$ cat config.mk
export PLATFORM = sky130hd
export DESIGN_NAME = quad_encoder_counter
export DESIGN_NICKNAME = d
export VERILOG_FILES = /design/src/rtl/qenc_pkg.sv /design/src/rtl/qenc_channel.sv /design/src/rtl/quad_encoder_counter.sv
export SDC_FILE = /design/constraint.sdc
export NUM_CORES = 1
export LEC_CHECK = 0
export ABC_AREA = 1
export ABC_CLOCK_PERIOD_IN_PS = 2800
export BUFFER_PORTS_ARGS = -buffer_cell sky130_fd_sc_hd__buf_2
export CAP_MARGIN = 25
export CORE_MARGIN = 10
export CORE_UTILIZATION = 45
export DETAILED_ROUTE_END_ITERATION = 10
export HOLD_SLACK_MARGIN = 0.05
export PLACE_DENSITY = 0.62
export SETUP_SLACK_MARGIN = 0.2
export SLEW_MARGIN = 5
export SYNTH_ARGS = -nofsm -noshare
export SYNTH_HDL_FRONTEND = slang
export SYNTH_SLANG_ARGS = --single-unit
export TNS_END_PERCENT = 1
$ cat constraint.sdc
create_clock -name clk -period 2.8 [get_ports clk]
set_input_delay 0.84 -clock clk [delete_from_list [all_inputs] [get_ports clk]]
set_output_delay 0.84 -clock clk [all_outputs]
set_load 0.05 [all_outputs]
$ cat src/rtl/qenc_pkg.sv
// qenc_pkg: shared Gray-state constants, step encoding and quadrature decode helper
package qenc_pkg;
  localparam int CNT_W_DEF = 16;
  localparam logic [1:0] QS_00 = 2'b00;
  localparam logic [1:0] QS_01 = 2'b01;
  localparam logic [1:0] QS_11 = 2'b11;
  localparam logic [1:0] QS_10 = 2'b10;
  typedef enum logic [1:0] {STEP_NONE, STEP_FWD, STEP_REV, STEP_ILLEGAL} step_t;
  function automatic logic [1:0] gray_fwd(input logic [1:0] s);
    return (s == QS_00) ? QS_01 : (s == QS_01) ? QS_11 : (s == QS_11) ? QS_10 : QS_00;
  endfunction
  function automatic step_t decode_step(input logic [1:0] prev, input logic [1:0] cur);
    return (prev == cur) ? STEP_NONE :
           (cur == gray_fwd(prev)) ? STEP_FWD :
           (prev == gray_fwd(cur)) ? STEP_REV : STEP_ILLEGAL;
  endfunction
endpackage

$ cat src/rtl/qenc_channel.sv
// qenc_channel: one encoder - synchroniser, optional glitch filter (QENC_FILTER_EN),
// priming, Gray decode, wrapping counter and sticky illegal-transition flag.
module qenc_channel
  import qenc_pkg::*;
#(
  parameter int CNT_W       = CNT_W_DEF,
  parameter int SYNC_STAGES = 2,
  parameter int FILTER_LEN  = 4
) (
  input  logic             clk,
  input  logic             rst,
  input  logic             pin_a,
  input  logic             pin_b,
  input  logic             clear,
  output logic [CNT_W-1:0] count,
  output logic             err
);
  if (SYNC_STAGES < 2 || FILTER_LEN < 1) begin : g_bad_param
    $error("qenc_channel: SYNC_STAGES must be >= 2 and FILTER_LEN >= 1");
  end
`ifdef QENC_FILTER_EN
  localparam int FILL = SYNC_STAGES + FILTER_LEN;
  localparam int FW   = $clog2(FILTER_LEN + 1);
`else
  localparam int FILL = SYNC_STAGES;
`endif
  logic [SYNC_STAGES-1:0] a_sync_q, a_sync_d, b_sync_q, b_sync_d;
  logic [FILL-1:0]        fill_q, fill_d;
  logic [1:0]             raw, cur, prev_q, prev_d;
  logic                   primed_q, primed_d, err_q, err_d;
  logic [CNT_W-1:0]       count_q, count_d;
  step_t                  step;
  always_comb begin
    a_sync_d = {a_sync_q[SYNC_STAGES-2:0], pin_a};
    b_sync_d = {b_sync_q[SYNC_STAGES-2:0], pin_b};
    fill_d   = {fill_q[FILL-2:0], 1'b1};
    raw      = {a_sync_q[SYNC_STAGES-1], b_sync_q[SYNC_STAGES-1]};
  end
`ifdef QENC_FILTER_EN
  logic [1:0]         filt_q, filt_d;
  logic [1:0][FW-1:0] fcnt_q, fcnt_d;
  always_comb begin
    filt_d = filt_q;
    fcnt_d = fcnt_q;
    for (int i = 0; i < 2; i++) begin
      fcnt_d[i] = (raw[i] == filt_q[i]) ? '0 : fcnt_q[i] + FW'(1);
      if (fcnt_d[i] == FW'(FILTER_LEN)) begin
        filt_d[i] = raw[i];
        fcnt_d[i] = '0;
      end
    end
  end
  always_ff @(posedge clk or posedge rst)
    if (rst) begin
      filt_q <= '0;
      fcnt_q <= '0;
    end else begin
      filt_q <= filt_d;
      fcnt_q <= fcnt_d;
    end
  assign cur = filt_q;
`else
  assign cur = raw;
`endif
  // Stay unprimed until the pipeline carries real pin samples, so pins sitting
  // at a non-zero level through reset never decode as a step or an error.
  always_comb begin
    step     = decode_step(prev_q, cur);
    prev_d   = cur;
    primed_d = !clear && fill_q[FILL-1];
    count_d  = clear ? '0 :
               !primed_q ? count_q :
               (step == STEP_FWD) ? count_q + CNT_W'(1) :
               (step == STEP_REV) ? count_q - CNT_W'(1) : count_q;
    err_d    = !clear && (err_q || (primed_q && step == STEP_ILLEGAL));
  end
  always_ff @(posedge clk or posedge rst)
    if (rst) begin
      a_sync_q <= '0;
      b_sync_q <= '0;
      fill_q   <= '0;
      prev_q   <= '0;
      primed_q <= 1'b0;
      count_q  <= '0;
      err_q    <= 1'b0;
    end else begin
      a_sync_q <= a_sync_d;
      b_sync_q <= b_sync_d;
      fill_q   <= fill_d;
      prev_q   <= prev_d;
      primed_q <= primed_d;
      count_q  <= count_d;
      err_q    <= err_d;
    end
  assign count = count_q;
  assign err   = err_q;
endmodule

$ cat src/rtl/quad_encoder_counter.sv
// quad_encoder_counter: two quadrature decoders with a registered count select.
// Optional input glitch filter enabled by defining QENC_FILTER_EN.
module quad_encoder_counter
  import qenc_pkg::*;
#(
  parameter int CNT_W       = CNT_W_DEF,
  parameter int SYNC_STAGES = 2,
  parameter int FILTER_LEN  = 4
) (
  input  logic             clk,
  input  logic             rst,
  input  logic             in1A,
  input  logic             in1B,
  input  logic             in2A,
  input  logic             in2B,
  input  logic             en_choose,
  input  logic             clear,
  output logic [CNT_W-1:0] enval,
  output logic             err1,
  output logic             err2
);
  logic [CNT_W-1:0] count1, count2, enval_q, enval_d;
  qenc_channel #(.CNT_W(CNT_W), .SYNC_STAGES(SYNC_STAGES), .FILTER_LEN(FILTER_LEN)) u_ch1 (
    .clk(clk), .rst(rst), .pin_a(in1A), .pin_b(in1B), .clear(clear), .count(count1), .err(err1)
  );
  qenc_channel #(.CNT_W(CNT_W), .SYNC_STAGES(SYNC_STAGES), .FILTER_LEN(FILTER_LEN)) u_ch2 (
    .clk(clk), .rst(rst), .pin_a(in2A), .pin_b(in2B), .clear(clear), .count(count2), .err(err2)
  );
  always_comb enval_d = en_choose ? count2 : count1;
  always_ff @(posedge clk or posedge rst)
    if (rst) enval_q <= '0;
    else enval_q <= enval_d;
  assign enval = enval_q;
endmodule

; ---- Word level (Yosys, flattened, before mapping)
; Index checks and enable logic that the tools add are counted.
[totals]
output_inout_bits = 18
regBits = 68
word_cells = 85
inputBits = 8
[classes]
reduce_logical = 19
add_sub_neg = 4
mux = 27
eq_ne = 20
[op_table]
columns = cell, count
row1 = 2-to-1 mux 16 bit, 9
row2 = "adder 16 x 1 -> 16 bit, second input constant", 2
row3 = 2-to-1 mux 2 bit, 16
row4 = "subtractor 16 x 1 -> 16 bit, second input constant", 2
row5 = "== test 2 bit, second input constant", 8
row6 = "== test 2 x 1 -> 1 bit, second input constant", 6
row7 = == test 2 bit, 6
row8 = zero test 2 bit, 4
row9 = logical AND 1 bit, 6
row10 = nonzero test 3 bit, 2
row11 = AND reduction 2 bit, 2
row12 = nonzero test 2 bit, 2
row13 = logical OR 1 bit, 2
row14 = 2-to-1 mux 1 bit, 2
row15 = zero test 1 bit, 1

; ---- Longest topological paths before layout
; Gate-level depths: netlist (run 1).
[depth]
word_depth = 13
ltp_mapped = 13
depth_no_buf = 13

; ---- Modules after synthesis
; Synthesis (run 1) repeated with hierarchy kept, for this count alone.
[unflattened]
hier_cells = 623
hier_area_um2 = 4521.8
[by_module_without_submodules]
columns = mod, area_each_um2, cells_per_inst, instances, seq_area_each_um2
row1 = qenc_channel (u_ch1), 1955.6, 278, 1, 650.6
row2 = qenc_channel (u_ch2), 1918.1, 276, 1, 650.6
row3 = quad_encoder_counter, 648.1, 69, 1, 400.4

; ---- Worst setup path before layout (run 1)
; OpenSTA, ideal clock, no wires.
[synth_timing]
path_type = register -> register
start = register u_ch2.a_sync_q[1]
end = register u_ch2.count_q[13] (netlist: u_ch2.count[13])
n_path_buf = 0
path_stages_with_launch = 11
setup_slack_ns = 0.670
arrival_time_ns = 2.012
setup_time_ns = 0.117
t_required_ns = 2.683
path_cell_list = dfrtp_1 > xnor2_1 > nand2_2 > ha_1 > or2_2 > nand3b_1 > nand2_1 > nand2_1 > nand3_1 > nand3_1 > nand2_1
[synth_between]
elab_chain_cells = 12
[synth_lines]
columns = element, line
row1 = start: declaration, qenc_channel.sv:27  ; logic [SYNC_STAGES-1:0] a_sync_q, a_sync_d, b_sync_q, b_sync_d;
row2 = start signal: assignment, qenc_channel.sv:87  ; a_sync_q <= a_sync_d;
row3 = == test 2 bit, qenc_pkg.sv:10  ; return (s == QS_00) ? QS_01 : (s == QS_01) ? QS_11 : (s == QS_11) ? QS_10 : QS_00;
row4 = 2-to-1 mux 2 bit (3 in series), qenc_pkg.sv:10
row5 = == test 2 bit, qenc_pkg.sv:15  ; (prev == gray_fwd(cur)) ? STEP_REV : STEP_ILLEGAL;
row6 = 2-to-1 mux 1 bit, qenc_pkg.sv:15
row7 = 2-to-1 mux 2 bit, qenc_pkg.sv:14  ; (cur == gray_fwd(prev)) ? STEP_FWD :
row8 = 2-to-1 mux 2 bit *, qenc_pkg.sv:13  ; return (prev == cur) ? STEP_NONE :
row9 = == test 2 x 1 -> 1 bit, qenc_channel.sv:73  ; (step == STEP_FWD) ? count_q + CNT_W'(1) :
row10 = 2-to-1 mux 16 bit, qenc_channel.sv:73
row11 = 2-to-1 mux 16 bit, qenc_channel.sv:72  ; !primed_q ? count_q :
row12 = 2-to-1 mux 16 bit, qenc_channel.sv:71  ; count_d = clear ? '0 :
row13 = end signal: assignment, qenc_channel.sv:92  ; count_q <= count_d;
row14 = end: declaration, qenc_channel.sv:31  ; logic [CNT_W-1:0] count_q, count_d;
; Every way passes the cells marked *; elsewhere a longest branch is shown, timed or not. The select of a mux whose other input is x is not followed.
; A chain may end at the register's enable or synchronous reset.

; ---- Final worst setup path (run 1)
[layout_timing]
start = register u_ch1.prev_q[0]
end = register u_ch1.count_q[10] (netlist: u_ch1.count[10])
[layout_between]
elab_chain_cells = 11
[layout_lines]
columns = element, line
row1 = start: declaration, qenc_channel.sv:29  ; logic [1:0] raw, cur, prev_q, prev_d;
row2 = start signal: assignment, qenc_channel.sv:90  ; prev_q <= prev_d;
row3 = == test 2 bit, qenc_pkg.sv:10
row4 = 2-to-1 mux 2 bit (3 in series), qenc_pkg.sv:10
row5 = == test 2 bit, qenc_pkg.sv:14
row6 = 2-to-1 mux 2 bit, qenc_pkg.sv:14
row7 = 2-to-1 mux 2 bit *, qenc_pkg.sv:13
row8 = == test 2 x 1 -> 1 bit, qenc_channel.sv:73
row9 = 2-to-1 mux 16 bit, qenc_channel.sv:73
row10 = 2-to-1 mux 16 bit, qenc_channel.sv:72
row11 = 2-to-1 mux 16 bit, qenc_channel.sv:71
row12 = end signal: assignment, qenc_channel.sv:92
row13 = end: declaration, qenc_channel.sv:31
; Marks and branches as above.

==> results.md, run 1 <==
- Outcome: finished, final reports clean
- Share of cells above drive strength 1: 0.109
- Max-slew headroom: 0.640
- EDFF count, synth: 0
- Max-cap viol count: 0
- Core area: 9240 um^2
- Worst-Margin Slew: 0.540 ns
- Instance area at placement: 4540 um^2
- Fin crit share: 0.846
- CP Data Required Time: 3.02 ns
- Final Max Tran Viols: 0
- Rows: 35
- # Post-CTS Setup Buffers: 0
- P&R area growth vs syn: 10.9%
- Synth Flop Type: dfrtp_1
- Pre-CTS setup slack: 0.398 ns
- Post-route ant nets: 0
- Clk Latency, worst-skew pair: 0.34 ns
- DRC viols: 0
- Sequential element share of the synthesized area: 0.379
- Post-synthesis cell type count: 34
- Final net count: 663
- Initial core utilization: 0.464
- DIE HEIGHT: 118 um
- Root Buffer Master: clkbuf_8
- Hold wc startpoint: u_ch1.b_sync_q[0]
- GRT overflow: 0
- Post-CTS Hold Fix Bufs: 0
- Leakage: 2.70 nW
- Ys Warns: 0
- Setup TNS: 0 ns
- Hold Path Class: register to register
- Multi-input logic area: 2290 um^2
- Via density: 4.77
- Highest clock rate: 422 MHz
- DP Wirelength: 7.26 mm
- Final Setup Violations: 0
- Worst setup margin: 0.431 ns
- VDD IR-drop max: 317 uV
- Syn nets: 631
- CTS max path bufs: 2
- Synthesized area per cell: 7.28 um^2
- Fill cells: 908
- Initial antenna violation count: 0
- H-tree Lvls: 3
- Ports: 26
- RSZ-0062 raised after global routing: true
- Average wire per standard cell: 12.5 um
- N_diodes: 0
- Routability-driven placement congestion ratio: 0.881
- Synth Register Bits: 65
- Final hold violation count: 0
- Die X-Extent: 118 um
- CP Data Arrival Time: 2.59 ns
- Final wirelength: 9.41 mm
- Post-route design area: 4760 um^2
- Clock skew: 0.0127 ns
- Number of global-route vias before repair: 3556
- Worst-path fanout max: 19
- Min Hold Slack: 0.345 ns
- DIE AREA: 13800 um^2
- First drt pass iteration count: 4
- Placed Instances: 739
- Post-Synthesis Cell Area: 4290 um^2
- Kind of critical path: register to register
- Ys async rst share: 1.00
- Total CTS buffers: 9
- Post-Syn Instances: 589
- Drt initial violations: 215
- PortBufs: 25
- Largest net degree at the start of global routing: 40
- First-pass GRT wire length: 16.3 mm
- Storage cell area: 1630 um^2
- Clock-pin slew on the worst setup and hold paths: 0.07 ns
- Final Non-Filler Cells: 755
- Critical path startpoint: u_ch1.prev_q[0]
- Crit. End Element: register
- R2R Path Start: u_ch1.prev_q[0]
- PD cells: 600 nW/um^2
- GRT Util Overall: 0.140
- Startpoint Class: register
- TritonCTS clock tree: done
- Post-layout min period: 2.37 ns
- Via count: 3600
- Num Clock Sinks: 65
-- kinds of logic (layout without fill, tap and decap cells) --
group | count (synthesis) | count (layout) | synth area share
AOI/OAI and AO/OA | 44 | 44 | 0.0587
xor gates and xnor gates | 14 | 14 | 0.0286
adders and majority gates | 34 | 34 | 0.103
buffers and inverters | 95 | 132 | 0.0887
DFF | 65 | 65 | 0.379
muxes | 8 | 8 | 0.0210
other | 1 | 1 | 0.000875
and+or+nand+nor | 328 | 328 | 0.320
-- flip-flops by register name, indices dropped and copies added (netlist names), 2 cells and up --
| name | count |
|---|---|
| u_ch2.b_sync_q | 2 |
| u_ch1.prev_q | 2 |
| u_ch2.prev_q | 2 |
| u_ch2.count | 16 |
| u_ch1.count | 16 |
| u_ch1.b_sync_q | 2 |
| u_ch1.a_sync_q | 2 |
| enval | 16 |
| u_ch2.a_sync_q | 2 |
-- layer usage --
| layer | share of wire | wire (um) | vias to the layer above | track usage |
|---|---|---|---|---|
| met5 | 0 | 0 | - | 0 |
| met1 | 0.49 | 4620 | 1631 | 0.179 |
| met4 | 0.024 | 229 | 0 | 0.0649 |
| li1 | - | - | 1888 | - |
| met3 | 0.037 | 345 | 17 | 0.0264 |
| met2 | 0.45 | 4220 | 64 | 0.223 |
-- cell usage after synthesis (5+ instances only) --
master	instances	area share
a21oi_1	14	0.016
nand3_1	36	0.042
xor2_1	7	0.014
nor2_1	34	0.030
mux2_2	8	0.021
nor3_1	5	0.0058
xnor2_1	7	0.014
ha_1	32	0.093
nand2_1	230	0.20
o21ai_0	20	0.023
nand2_2	5	0.0073
inv_1	86	0.075
nand3b_1	7	0.012
dfrtp_1	65	0.38
-- metrics by stage --
step	total power, W	utilization
floorplan	0.00183	-
global placement	0.00201	0.492
detailed placement	0.00203	0.492
CTS	0.00288	0.514
global route	0.00307	0.515
finish	0.00285	0.515
-- layout make-up --
type                       instances  share of cell area
inverter                          89              0.0705
clock buffer                      14              0.0363
clock inverter                     2             0.00736
tap                              129              0.0339
sequential                        65               0.342
timing repair buffer              27              0.0295
multi-input combinational        429               0.481
-- worst paths after layout --
check | to | slack, ns | cells after the start
hold reg to reg | u_ch1.b_sync_q[1] | 0.35 | 0
setup reg to reg | u_ch1.count[10] | 0.43 | 12
min in group asynchronous | u_ch1.a_sync_q[0] | 0.54 | 3
setup / recovery | u_ch1.count[10] | 0.43 | 12
max in group asynchronous | u_ch2.count[11] | 1.78 | 3
hold / removal | u_ch1.b_sync_q[1] | 0.35 | 0
-- cell usage in the layout (no fill, tap or decap), types with 2 or more instances in the layout --
| cell type | n |
|---|---|
| a21oi_1 | 14 |
| buf_2 | 25 |
| buf_4 | 2 |
| clkbuf_1 | 2 |
| clkbuf_8 | 12 |
| clkinv_2 | 2 |
| dfrtp_1 | 65 |
| fa_1 | 2 |
| ha_1 | 32 |
| inv_1 | 85 |
| inv_2 | 3 |
| mux2_2 | 8 |
| nand2_1 | 230 |
| nand2_2 | 4 |
| nand2_4 | 2 |
| nand3_1 | 36 |
| nand3_2 | 2 |
| nand3b_1 | 7 |
| nand4_1 | 3 |
| nor2_1 | 34 |
| nor3_1 | 5 |
| o21ai_0 | 20 |
| o21ai_2 | 2 |
| o22ai_1 | 2 |
| or2_2 | 3 |
| xnor2_1 | 7 |
| xor2_1 | 7 |
-- worst max-delay path, stage by stage, from the launching register on --
cell	delay [ns]
dfrtp_1	0.43
xnor2_1	0.24
nand2_2	0.30
ha_1	0.48
nand2_1	0.12
nor2_1	0.10
nand2_1	0.05
nand3_1	0.15
nand2_1	0.09
nand2_1	0.07
nand2_1	0.05
nand3_1	0.10
nand2_1	0.07
-- power by group --
group | switching, W | total (W) | internal [W]
logic | 0.000631 | 0.000944 | 0.000314
registers | 0.0000581 | 0.00107 | 0.00101
clock network | 0.000359 | 0.000844 | 0.000484
-- what timing repair did --
action,4_1_cts,5_1_grt
endpoints found under the setup margin,0,11
gates resized for setup,0,1
hold endpoints to repair,0,0
Power figures use the tool's default switching activity.
==> run 2: changes to the inputs <==
ABC_AREA = 0   (was 1)
ABC_CLOCK_PERIOD_IN_PS = 2200   (was 2800)
clock period = 2.2 ns   (was 2.8 ns; I/O delays follow)
==> run 2 against run 1 <==
Compared with the run above:
- the run now ends with negative setup slack left
- count of clock-buffer cells in the layout shrank 3
- setup slack lost 0.79 ns
- power grew 45%
- register-to-register slack lost 0.79 ns
- design area grew 14%
- non-clock buffer count grew 91
- critical path depth shrank 3
- largest power group is now combinational logic
- highest routed layer unchanged
==> results.md, run 2 <==
- Outcome: finished with violations
- Failing checks: negative setup slack
- Share of cells above drive strength 1: 0.407 (+0.298)
- Initial antenna violation count: 0 (unchanged)
- Total CTS buffers: 9 (unchanged)
- Worst-path fanout max: 6 (-13)
- First drt pass iteration count: 5 (+1)
- Sequential element share of the synthesized area: 0.410 (+0.0311)
- Synth Area in Simple Gates: 0.161 (-0.159)
- Die X-Extent: 114 um (-3.2%)
- N_diodes: 0 (unchanged)
- Post-Syn Instances: 410 (-30%)
- Max-slew headroom: 0.653 (+0.0128)
- PD cells: 760 nW/um^2 (+27%)
- First-pass GRT wire length: 17.0 mm (+4.3%)
- Largest net degree at the start of global routing: 39 (-2.5%)
- Routability-driven placement congestion ratio: 0.877 (-0.52%)
- Final Max Tran Viols: 0 (unchanged)
- Worst-Margin Slew: 0.520 ns (-0.0200 ns)
- Post-route ant nets: 0 (unchanged)
- CTS max path bufs: 2 (unchanged)
- DRC viols: 0 (unchanged)
- Via count: 3498 (-2.8%)
- DIE HEIGHT: 114 um (-3.2%)
- P&R area growth vs syn: 37.3%
- Hold Path Class: input pin to asynchronous set/reset pin
- Post-synthesis cell type count: 55 (+62%)
- Post-layout min period: 2.56 ns (+0.191 ns)
- Core area: 8640 um^2 (-6.5%)
- Max-cap viol count: 0 (unchanged)
- Via density: 5.52 (+16%)
- Drt initial violations: 177 (-18%)
- Ys Warns: 0 (unchanged)
- Most frequent cells in the layout: 88 x buf_4, 65 x dfrtp_1, 43 x nand2_1, 32 x a21oi_1, 25 x buf_2
- Leakage: 2.56 nW (-5.2%)
- Ys async rst share: 1.00 (unchanged)
- Synth top cells by count: 65 x dfrtp_1, 45 x nand2_1, 44 x a21oi_1
- Post-Route Utilization: 0.630 (+0.115)
- Synthesized area per cell: 9.66 um^2 (+33%)
- Crit. End Element: register
- GRT Util Overall: 0.160 (+0.0202)
- Kind of critical path: register to register
- GRT overflow: 0 (unchanged)
- Clock-pin slew on the worst setup and hold paths: 0.08 ns (about the same)
- Final hold violation count: 0 (unchanged)
- Post-synthesis mux area share: 0.0530 (+0.0320)
- CP Data Required Time: 2.44 ns (-0.58 ns)
- Critical path's top delay family: compound AO/OA/AOI/OAI gates
- CP Data Arrival Time: 2.80 ns (+0.21 ns)
- Synth Flop Type: dfrtp_1
- Rows: 34 (-2.9%)
- Fill cells: 729 (-20%)
- Synth Area in XOR/XNOR: 0.0553 (+0.0267)
- Initial core utilization: 0.459 (-0.00520)
- CP Buf/Inv Count: 0 (unchanged)
- Post-Synthesis Cell Area: 3960 um^2 (-7.6%)
- DP Wirelength: 7.37 mm (+1.5%)
- Num Clock Sinks: 65 (unchanged)
- Final Non-Filler Cells: 634 (-16%)
- Fin crit share: 1.16 (+0.317)
- DIE AREA: 13000 um^2 (-6.3%)
- EDFF count, synth: 0 (unchanged)
- Synth Area in Adders: 0.111 (+0.00843)
- CP max stage cell: dfrtp_1
- Clock skew: 0.00887 ns (-0.00381 ns)
- Average wire per standard cell: 16.5 um (+32%)
- Largest area contributor in the netlist: dfrtp_1
- Worst path cell trace: xor2_2 -> nand2_4 -> ha_4 -> o211ai_1 -> o21a_1 -> a221o_2 -> a21oi_2 -> nor3_1 -> a311o_1
- Final net count: 563 (-15%)
- Final wirelength: 10.4 mm (+11%)
- Pre-CTS setup slack: -0.348 ns (-0.746 ns)
- Final Setup Violations: 16 (+16)
- RSZ-0062 raised after global routing: true
- Highest clock rate: 391 MHz (-7.5%)
- Ranking of synthesized cells by area: dfrtp_1 41%, ha_1 10%, a21oi_1 5.6%
- Clk Latency, worst-skew pair: 0.35 ns (about the same)
- Placed Instances: 608 (-18%)
- Number of global-route vias before repair: 3532 (-0.67%)
- Synth Register Bits: 65 (unchanged)
- Synth top area share: 0.410 (+0.0311)
- Crit-path max cell delay: 0.42 ns (-0.06 ns)
- Root Buffer Master: clkbuf_8
- H-tree Lvls: 3 (unchanged)
- PortBufs: 25 (unchanged)
- Compound-Gate Fraction of Synth Area: 0.178 (+0.119)
- Largest family of logic cells by synthesized area: compound AO/OA/AOI/OAI gates
- Worst setup margin: -0.360 ns (-0.791 ns)
- Startpoint Class: register
- VDD IR-drop max: 396 uV (+25%)
- TritonCTS clock tree: done
- Syn nets: 452 (-28%)
- Most common cell after layout, fill and taps aside: buf_4
- Ports: 26 (unchanged)
- Most frequent cell after synthesis: dfrtp_1
==> run 2: cell types whose count changed in the layout (fill, tap and decap cells not counted), sizes merged, moves of 12 or more <==
cell   before  now
inv        88    7
nand2     236   47
a21oi      15   44
buf        27  118
nand3      39   19
nor2       34   22
==> run 2: cell type report <==
| type | instances | area, um^2 | area share |
|---|---|---|---|
| Tap cell | 108 | 135 | 0.0248 |
| Multi-Input combinational cell | 320 | 2620 | 0.482 |
| Sequential cell | 65 | 1630 | 0.299 |
| Inverter | 7 | 26.3 | 0.00483 |
| Clock inverter | 5 | 31.3 | 0.00575 |
| Timing Repair Buffer | 118 | 860 | 0.158 |
| Clock buffer | 11 | 141 | 0.0260 |
==> run 2: per-layer routing <==
layer / GRT usage / vias to the layer above / share of wire / routed length [um]
li1: - / 1719 / - / -
met1: 0.198 / 1694 / 0.47 / 4890
met2: 0.267 / 68 / 0.48 / 4960
met3: 0.0315 / 17 / 0.037 / 389
met4: 0.0643 / 0 / 0.019 / 199
met5: 0 / - / 0 / 0
==> run 2: through the flow <==
stage	setup TNS, ns	instance area (um^2)	total power [W]	hold slack, ns
2_1_floorplan	-7.56	4080	0.00241	0.331
3_3_place_gp	-3.21	4900	0.00297	0.333
3_5_place_dp	-4.28	4900	0.00300	0.335
4_1_cts	-3.32	5310	0.00407	0.351
5_1_grt	-6.44	5440	0.00439	0.363
6_report	-3.49	5440	0.00414	0.338
==> run 2: worst register-to-register path, stage by stage (launching register included) <==
cell and delay, ns:
dfrtp_1 0.42, xor2_2 0.30, nand2_4 0.18, ha_4 0.31, o211ai_1 0.08, o21a_1 0.20
a221o_2 0.41, a21oi_2 0.18, nor3_1 0.08, a311o_1 0.27
==> run 2: final timing paths <==
kind | startpoint | endpoint | slack [ns] | cells after the start
max | u_ch2.b_sync_q[1] | u_ch2.count[11] | -0.36 | 9
min | rst | u_ch1.count[15] | 0.34 | 2
max reg2reg | u_ch2.b_sync_q[1] | u_ch2.count[11] | -0.36 | 9
min reg2reg | u_ch1.b_sync_q[0] | u_ch1.b_sync_q[1] | 0.35 | 0
max in group asynchronous | rst | u_ch2.count[5] | 1.30 | 3
min in group clk | u_ch1.b_sync_q[0] | u_ch1.b_sync_q[1] | 0.35 | 0
==> run 2: power breakdown <==
part           total (W)  internal, W  switching, W
Combinational    0.00180     0.000859      0.000944
Clock           0.000926     0.000436      0.000490
Sequential       0.00141      0.00130      0.000106
Total            0.00414      0.00260       0.00154
==> run 2: cell families (layout without fill, tap and decap cells) <==
kind of cell / count (synthesis) / count (layout)
AND/OR/NAND/NOR: 131 / 132
AO/OA/AOI/OAI: 109 / 109
flip-flops: 65 / 65
adder cells (fa/ha/maj): 34 / 34
buffers and inverters: 26 / 141
XOR/XNOR: 25 / 25
multiplexers: 19 / 19
other: 1 / 1
==> run 2: repair_timing <==
action	4_1_cts	5_1_grt
cloned	0	1
buffers inserted	7	2
endpoints found under the setup margin	22	27
hold buffers	0	0
gates resized for setup	35	22
pin swaps	22	9
